[config.mk]
export PLATFORM = sky130hd
export DESIGN_NAME = fetch_sequencer
export DESIGN_NICKNAME = d
export VERILOG_FILES = /design/src/rtl/fetch_pkg.sv /design/src/rtl/fetch_sequencer.sv
export SDC_FILE = /design/constraint.sdc
export NUM_CORES = 1
export LEC_CHECK = 0
export ABC_AREA = 1
export CORE_MARGIN = 1.5
export CORE_UTILIZATION = 35
export DETAILED_ROUTE_END_ITERATION = 8
export PLACE_DENSITY = 0.71
export RECOVER_POWER = 50
export SYNTH_ARGS = -nofsm -noshare
export SYNTH_HDL_FRONTEND = slang
export SYNTH_SLANG_ARGS = --single-unit
[constraint.sdc]
create_clock -name clk -period 1.7 [get_ports clk]
set_clock_uncertainty 0.05 [all_clocks]
set_input_delay 0.34 -clock clk [delete_from_list [all_inputs] [get_ports clk]]
set_output_delay 0.34 -clock clk [all_outputs]
set_load 0.1 [all_outputs]
[src/rtl/fetch_pkg.sv]
// Shared types and default widths for the instruction fetch sequencer.
package fetch_pkg;

    localparam int DEF_PC_W    = 12;
    localparam int DEF_INSTR_W = 16;
    localparam int DEF_CNT_W   = 16;

    typedef enum logic [2:0] {
        IDLE   = 3'd0,
        ISSUE  = 3'd1,
        REQ    = 3'd2,
        DRAIN  = 3'd3,
        HOLD   = 3'd4,
        HALTED = 3'd5
    } fetch_state_e;

endpackage

[src/rtl/fetch_sequencer.sv]
// Fetch sequencer: steers the external PC register, issues instruction
// memory requests and hands fetched words to decode. Redirects rewrite the
// PC through its load port; halt stops fetching at an instruction boundary.
module fetch_sequencer
    import fetch_pkg::*;
#(
    parameter int PC_W    = DEF_PC_W,
    parameter int INSTR_W = DEF_INSTR_W,
    parameter int CNT_W   = DEF_CNT_W
) (
    input  logic               clk,
    input  logic               reset,
    input  logic               start,
    input  logic               halt,
    input  logic [PC_W-1:0]    pc_i,
    output logic               en_pc,
    output logic               en_new_pc,
    output logic [PC_W-1:0]    new_pc,
    output logic               imem_req,
    output logic [PC_W-1:0]    imem_addr,
    input  logic               imem_ack,
    input  logic [INSTR_W-1:0] imem_rdata,
    output logic               instr_valid,
    input  logic               instr_ready,
    output logic [INSTR_W-1:0] instr_data,
    output logic [PC_W-1:0]    instr_pc,
    input  logic               redirect_valid,
    input  logic [PC_W-1:0]    redirect_target,
    output logic               busy,
    output logic               halted,
    output logic [CNT_W-1:0]   fetch_count
);

    fetch_state_e        state_r;
    fetch_state_e        state_s;
    logic [PC_W-1:0]     addr_r;
    logic [INSTR_W-1:0]  instr_data_r;
    logic [PC_W-1:0]     instr_pc_r;
    logic [CNT_W-1:0]    count_r;
    logic                capture_s;
    logic                deliver_s;
    logic                redirect_s;

    // A redirect only acts when reset is not overriding it.
    assign redirect_s = redirect_valid & ~reset;

    // Next-state selection; redirect outranks halt, which outranks normal flow.
    always_comb begin
        state_s   = state_r;
        capture_s = 1'b0;
        deliver_s = 1'b0;
        if (reset) begin
            state_s = IDLE;
        end else begin
            case (state_r)
                IDLE: begin
                    if (!redirect_s && start) begin
                        state_s = ISSUE;
                    end else begin
                        state_s = IDLE;
                    end
                end
                ISSUE: begin
                    if (redirect_s) begin
                        state_s = ISSUE;
                    end else if (halt) begin
                        state_s = HALTED;
                    end else begin
                        state_s = REQ;
                    end
                end
                REQ: begin
                    if (redirect_s) begin
                        // Outstanding request must still complete; its data is dropped.
                        if (imem_ack) begin
                            state_s = ISSUE;
                        end else begin
                            state_s = DRAIN;
                        end
                    end else if (imem_ack) begin
                        capture_s = 1'b1;
                        state_s   = HOLD;
                    end else begin
                        state_s = REQ;
                    end
                end
                DRAIN: begin
                    if (imem_ack) begin
                        state_s = ISSUE;
                    end else begin
                        state_s = DRAIN;
                    end
                end
                HOLD: begin
                    if (redirect_s) begin
                        state_s = ISSUE;
                    end else if (instr_ready) begin
                        deliver_s = 1'b1;
                        if (halt) begin
                            state_s = HALTED;
                        end else begin
                            state_s = ISSUE;
                        end
                    end else begin
                        state_s = HOLD;
                    end
                end
                HALTED: begin
                    if (!redirect_s && !halt && start) begin
                        state_s = ISSUE;
                    end else begin
                        state_s = HALTED;
                    end
                end
                default: begin
                    state_s = IDLE;
                end
            endcase
        end
    end

    // State register.
    always_ff @(posedge clk) begin
        if (reset) begin
            state_r <= IDLE;
        end else begin
            state_r <= state_s;
        end
    end

    // Request address, held instruction and saturating delivery counter.
    always_ff @(posedge clk) begin
        if (reset) begin
            addr_r       <= {PC_W{1'b0}};
            instr_data_r <= {INSTR_W{1'b0}};
            instr_pc_r   <= {PC_W{1'b0}};
            count_r      <= {CNT_W{1'b0}};
        end else begin
            if (state_r == ISSUE) begin
                addr_r <= pc_i;
            end
            if (capture_s) begin
                instr_data_r <= imem_rdata;
                instr_pc_r   <= addr_r;
            end
            if (deliver_s && (count_r != {CNT_W{1'b1}})) begin
                count_r <= count_r + {{(CNT_W-1){1'b0}}, 1'b1};
            end
        end
    end

    // The PC register loads new_pc-1, so pre-bias the target by one.
    assign en_new_pc   = redirect_s;
    assign new_pc      = redirect_s ? (redirect_target + {{(PC_W-1){1'b0}}, 1'b1})
                                    : {PC_W{1'b0}};
    assign en_pc       = deliver_s;
    assign imem_req    = (state_r == REQ) || (state_r == DRAIN);
    assign imem_addr   = imem_req ? addr_r : {PC_W{1'b0}};
    assign instr_valid = (state_r == HOLD);
    assign instr_data  = instr_data_r;
    assign instr_pc    = instr_pc_r;
    assign busy        = (state_r != IDLE) && (state_r != HALTED);
    assign halted      = (state_r == HALTED);
    assign fetch_count = count_r;

endmodule

Word-level counts from Yosys, hierarchy flattened

Cells that the tools add are included.
W data, S select, Z words.

Add/subtract/negate cells: 2
Equal/unequal tests: 7
Multiplexer cells: 21
Bitwise logic cells: 2
Reductions and logical operators: 10

Operators with widths:

| cell                    | number |
|---|---|
| $mux W12                | 2 |
| $mux W3                 | 8 |
| $pmux W3 S6             | 1 |
| $add A16 B1 Y16 const B | 1 |
| $ne A16 B16 Y1 const B  | 1 |
| $add A12 B1 Y12 const B | 1 |
| $mux W1                 | 9 |
| $eq A3 B2 Y1 const B    | 2 |
| $eq A3 B3 Y1 const B    | 2 |
| $logic_and A1 B1 Y1     | 5 |
| $eq A3 B1 Y1 const B    | 1 |
| $logic_not A3 Y1        | 1 |
| $ne A3 B3 Y1 const B    | 1 |
| $reduce_bool A3 Y1      | 1 |
| $logic_not A1 Y1        | 2 |
| $mux W2                 | 1 |
| $and A1 B1 Y1           | 1 |
| $logic_or A1 B1 Y1      | 1 |
| $not A1 Y1              | 1 |

Flip-flop bits (word level): 59
Input port bits: 47
Word-level logic and storage cells: 47

Longest topological paths before layout

Depth after elaboration: 7
Gate-level depth with buffers: 9

Least setup slack after synthesis

Ideal clock, no wire load.

Path type: register to output
Start: reg state_r[2]
End: out busy
Data arrival time: 4.008 ns
Data required time: 1.310 ns
Path slack: -2.698 ns
Stages on the path, launching flop included: 4
Buffers on the path: 0
Cell sequence: dfxtp_1 > inv_1 > nor3_1 > a21oi_1

Longest elaborated chain between the ends: 2
Elaborated cells on any way between the ends: 3
Classes of those cells: eq/ne (1); reduce/logical (2)

RTL lines:

| item                                                      | RTL line               | text |
|---|---|---|
| start: declaration                                        | fetch_sequencer.sv:34  | `fetch_state_e state_r;` |
| start signal: assignment                                  | fetch_sequencer.sv:127 | `state_r <= state_s;` |
| $ne A3 B3 Y1 / $reduce_bool A3 Y1 (equally long branches) | fetch_sequencer.sv:162 | `assign busy = (state_r != IDLE) && (state_r != HALTED);` |
| $logic_and A1 B1 Y1 *                                     | fetch_sequencer.sv:162 |  |
| end: declaration                                          | fetch_sequencer.sv:29  | `output logic busy,` |

Every way passes the cells marked *; elsewhere a longest branch is shown, timed or not.

Worst setup path after layout

Start: in redirect_target[1]
End: out new_pc[11]

Longest elaborated chain between the ends: 2

RTL lines:

| item               | RTL line               | text |
|---|---|---|
| start: declaration | fetch_sequencer.sv:28  | `input logic [PC_W-1:0] redirect_target,` |
| $add A12 B1 Y12    | fetch_sequencer.sv:154 | `assign new_pc = redirect_s ? (redirect_target + {{(PC_W-1){1'b0}}, 1'b1})` |
| $mux W12           | fetch_sequencer.sv:154 |  |
| end: declaration   | fetch_sequencer.sv:18  | `output logic [PC_W-1:0] new_pc,` |

No other way between the ends.

==> flow_summary.toml <==
[clock_tree]
clock_path_buffers = 2
clk_pin_slew_ns = 0.07
cts_hold_buffers = 0
cts_tree = "done"
h-tree-depth = 3
cts_sinks = 59
cts_buffers = 9
cts-root-buf = "clkbuf_8"
clock_latency_ns = 0.34

[sta]
fin_crit_sh_pct = 109
fin_crit_ns = 1.85
finalHoldViolations = 0
worst_slew_pin_slew_ns = 0.573
setup_slack_ns = -0.146
rsz0062_at_grt = "yes"
clock.fmax_mhz = 542
whs_ns = 0.433
drv_slew = 0
finalSetupViolCount = 9
relSlewSlack_pct = 62.0

[floorplanning]
initial_utilization_pct = 36.6
io_pins = 121
core_sq_um = 7850
die_h_um = 93.6
num_rows = 32
dieArea_sq_um = 8760
die_w_um = 93.6

[worst_setup_path]
r2r_cells = 8
reg2reg_from = "fetch_count[8]$_SDFFE_PP0P_"
critical_path.max_fanout = 2
critPathLaunch = "redirect_target[1]"
worstSetupPathType = "input pin to output pin"
critical_path_required_ns = 1.31
crit_arrival_ns = 1.46
cp-end-kind = "output pin"
start_kind = "input pin"

[final_layout]
syn2layout_area_growth_pct = 87.4
num_antenna_cells = 0
layout_commonest_cell = "nand2_1"
drive_above_1_share_pct = 41.8
multiInputGateArea_sq_um = 1840
final_cell_mix = "nand2_1 (57), inv_1 (47), o21ai_0 (43)"
nets = 633
regArea_sq_um = 1240
nFillCells = 614
layout.cells.non_filler = 691

[route]
dr_total_vias = 3435
detail_route.iter0.violations = 199
avgViaCountPerCell = 4.97
drc_errors = 0
wire_per_inst_um = 15.5
antenna_left = 0
drt-total-wl_um = 10700
first_pass_iters = 4

[synth]
synth-seq-cells = 59
syn_inst = 417
yosys_warnings = 0
syn-num-nets = 466
synth-async-reset-ratio_pct = 0
ys.flop_type = "dfxtp_1"
synth_area_per_cell_sq_um = 6.89
syn-cell-area_sq_um = 2870
yosysTopAreaCell = "dfxtp_1"
synth_edf_count = 0
synth_top_area_share_pct = 41.1
synth_seq_area_share_pct = 41.1
synth.area.top_cells = "dfxtp_1 (41%), nand2_1 (8.9%), o21ai_0 (8.5%), nand3_1 (7.8%), nor2_1 (7.6%)"
synth.distinct_cells = 26

[grt]
grt_max_degree = 57
grt_pass1_wl_um = 16100
grt.overflow.total = 0
grt_pass1_vias = 3375
antenna_found_initial = 0
grt_util_all_layers_pct = 23.6

[power]
power.density_nw_per_um2 = 667
p_total_mw = 3.59
peakVddDrop_mv = 0.401
leakage_nw = 2.23

[hold_path]
min_from = "instr_pc[9]$_SDFFE_PP0P_"
hold_path_depth = 2
hp-class = "flop to flop"

[placed_design]
detailed_place_hpwl_um = 7320
numPortBuffers = 120
post-place-cells = 655
gp_congestion = 0.870
pre_cts_ws_ns = -0.685

[run_status]
status = "finished, violations left"
violations = "negative setup slack"

[flow_run]
max_cap_viol_count = 0
## cells by family after synthesis
family	count (synthesis)	share of synthesized area, %
compound gates	86	15.7
xor+xnor	4	1.22
fa+ha+maj	2	0.871
buf+inv	70	9.53
flops	59	41.1
simple gates	196	31.6
## critical path, cell delays in order
cell,delay (ns)
buf_8,0.08
buf_6,0.09
nand3_4,0.08
nor2_4,0.14
nand2_2,0.09
nor2_4,0.12
nand2_2,0.08
nand2_1,0.09
nand2_2,0.06
nor2_4,0.10
buf_12,0.18
## layout make-up
| type | count | area share [%] |
|---|---|---|
| Clock buffer | 11 | 3.02 |
| Clock inverter | 5 | 0.604 |
| Inverter | 54 | 4.32 |
| Multi-Input combinational cell | 289 | 34.2 |
| Sequential cell | 59 | 23.1 |
| Tap cell | 102 | 2.37 |
| Timing Repair Buffer | 171 | 32.4 |
## power by group
group	internal [mW]	leakage, nW	switching (mW)	total, mW
Sequential	1.41	0.491	0.0251	1.43
Combinational	0.360	1.64	0.561	0.920
Clock	0.658	0.101	0.582	1.24
Total	2.43	2.23	1.17	3.59
## worst paths after layout
path                                  to  slack, ns
max                           new_pc[11]      -0.15
min             instr_pc[9]$_SDFFE_PP0P_       0.43
max reg2reg  fetch_count[2]$_SDFFE_PP0P_       0.09
min reg2reg     instr_pc[9]$_SDFFE_PP0P_       0.43
## flip-flops by register name, summed over array words and instances (netlist names)
register and flops:
fetch_count 16, instr_data 16, instr_pc 12, state_r 3, addr_r 12
## what timing repair did
action,4_1_cts,5_1_grt
setup buffers,13,5
pin swaps,25,15
resized for setup,74,10
endpoints found under the setup margin,45,35
gates cloned,1,1
## per-layer routing
metal	share of wire [%]	up-vias	routed length (um)	GRT usage [%]
met5	0	-	0	0
met4	3.0	0	327	10.6
met3	7.5	26	802	6.99
met2	52	137	5580	43.4
met1	37	1583	4020	24.6
li1	-	1689	-	-
## through the flow
| stage | area (sq um) | util [%] | TNS [ns] |
|---|---|---|---|
| global route | 5390 | 68.6 | -1.60 |
| detailed placement | 5520 | 70.4 | -23.28 |
| floorplan | 3270 | - | -3.20 |
| finish | 5390 | 68.6 | -0.783 |
| global placement | 5520 | 70.4 | -19.57 |
| CTS | 5920 | 75.4 | -0.455 |
## synth_stat cells, types with 3 or more instances
| cell type | n |
|---|---|
| nor3_1 | 3 |
| inv_1 | 52 |
| clkbuf_1 | 8 |
| dfxtp_1 | 59 |
| nor2_1 | 58 |
| o21ai_0 | 49 |
| nand4_1 | 9 |
| nand2_2 | 3 |
| nor2_4 | 5 |
| nand2_1 | 68 |
| a21oi_1 | 32 |
| buf_2 | 3 |
| xor2_1 | 3 |
| buf_1 | 4 |
| nand3_1 | 45 |
Power figures use the tool's default switching activity.
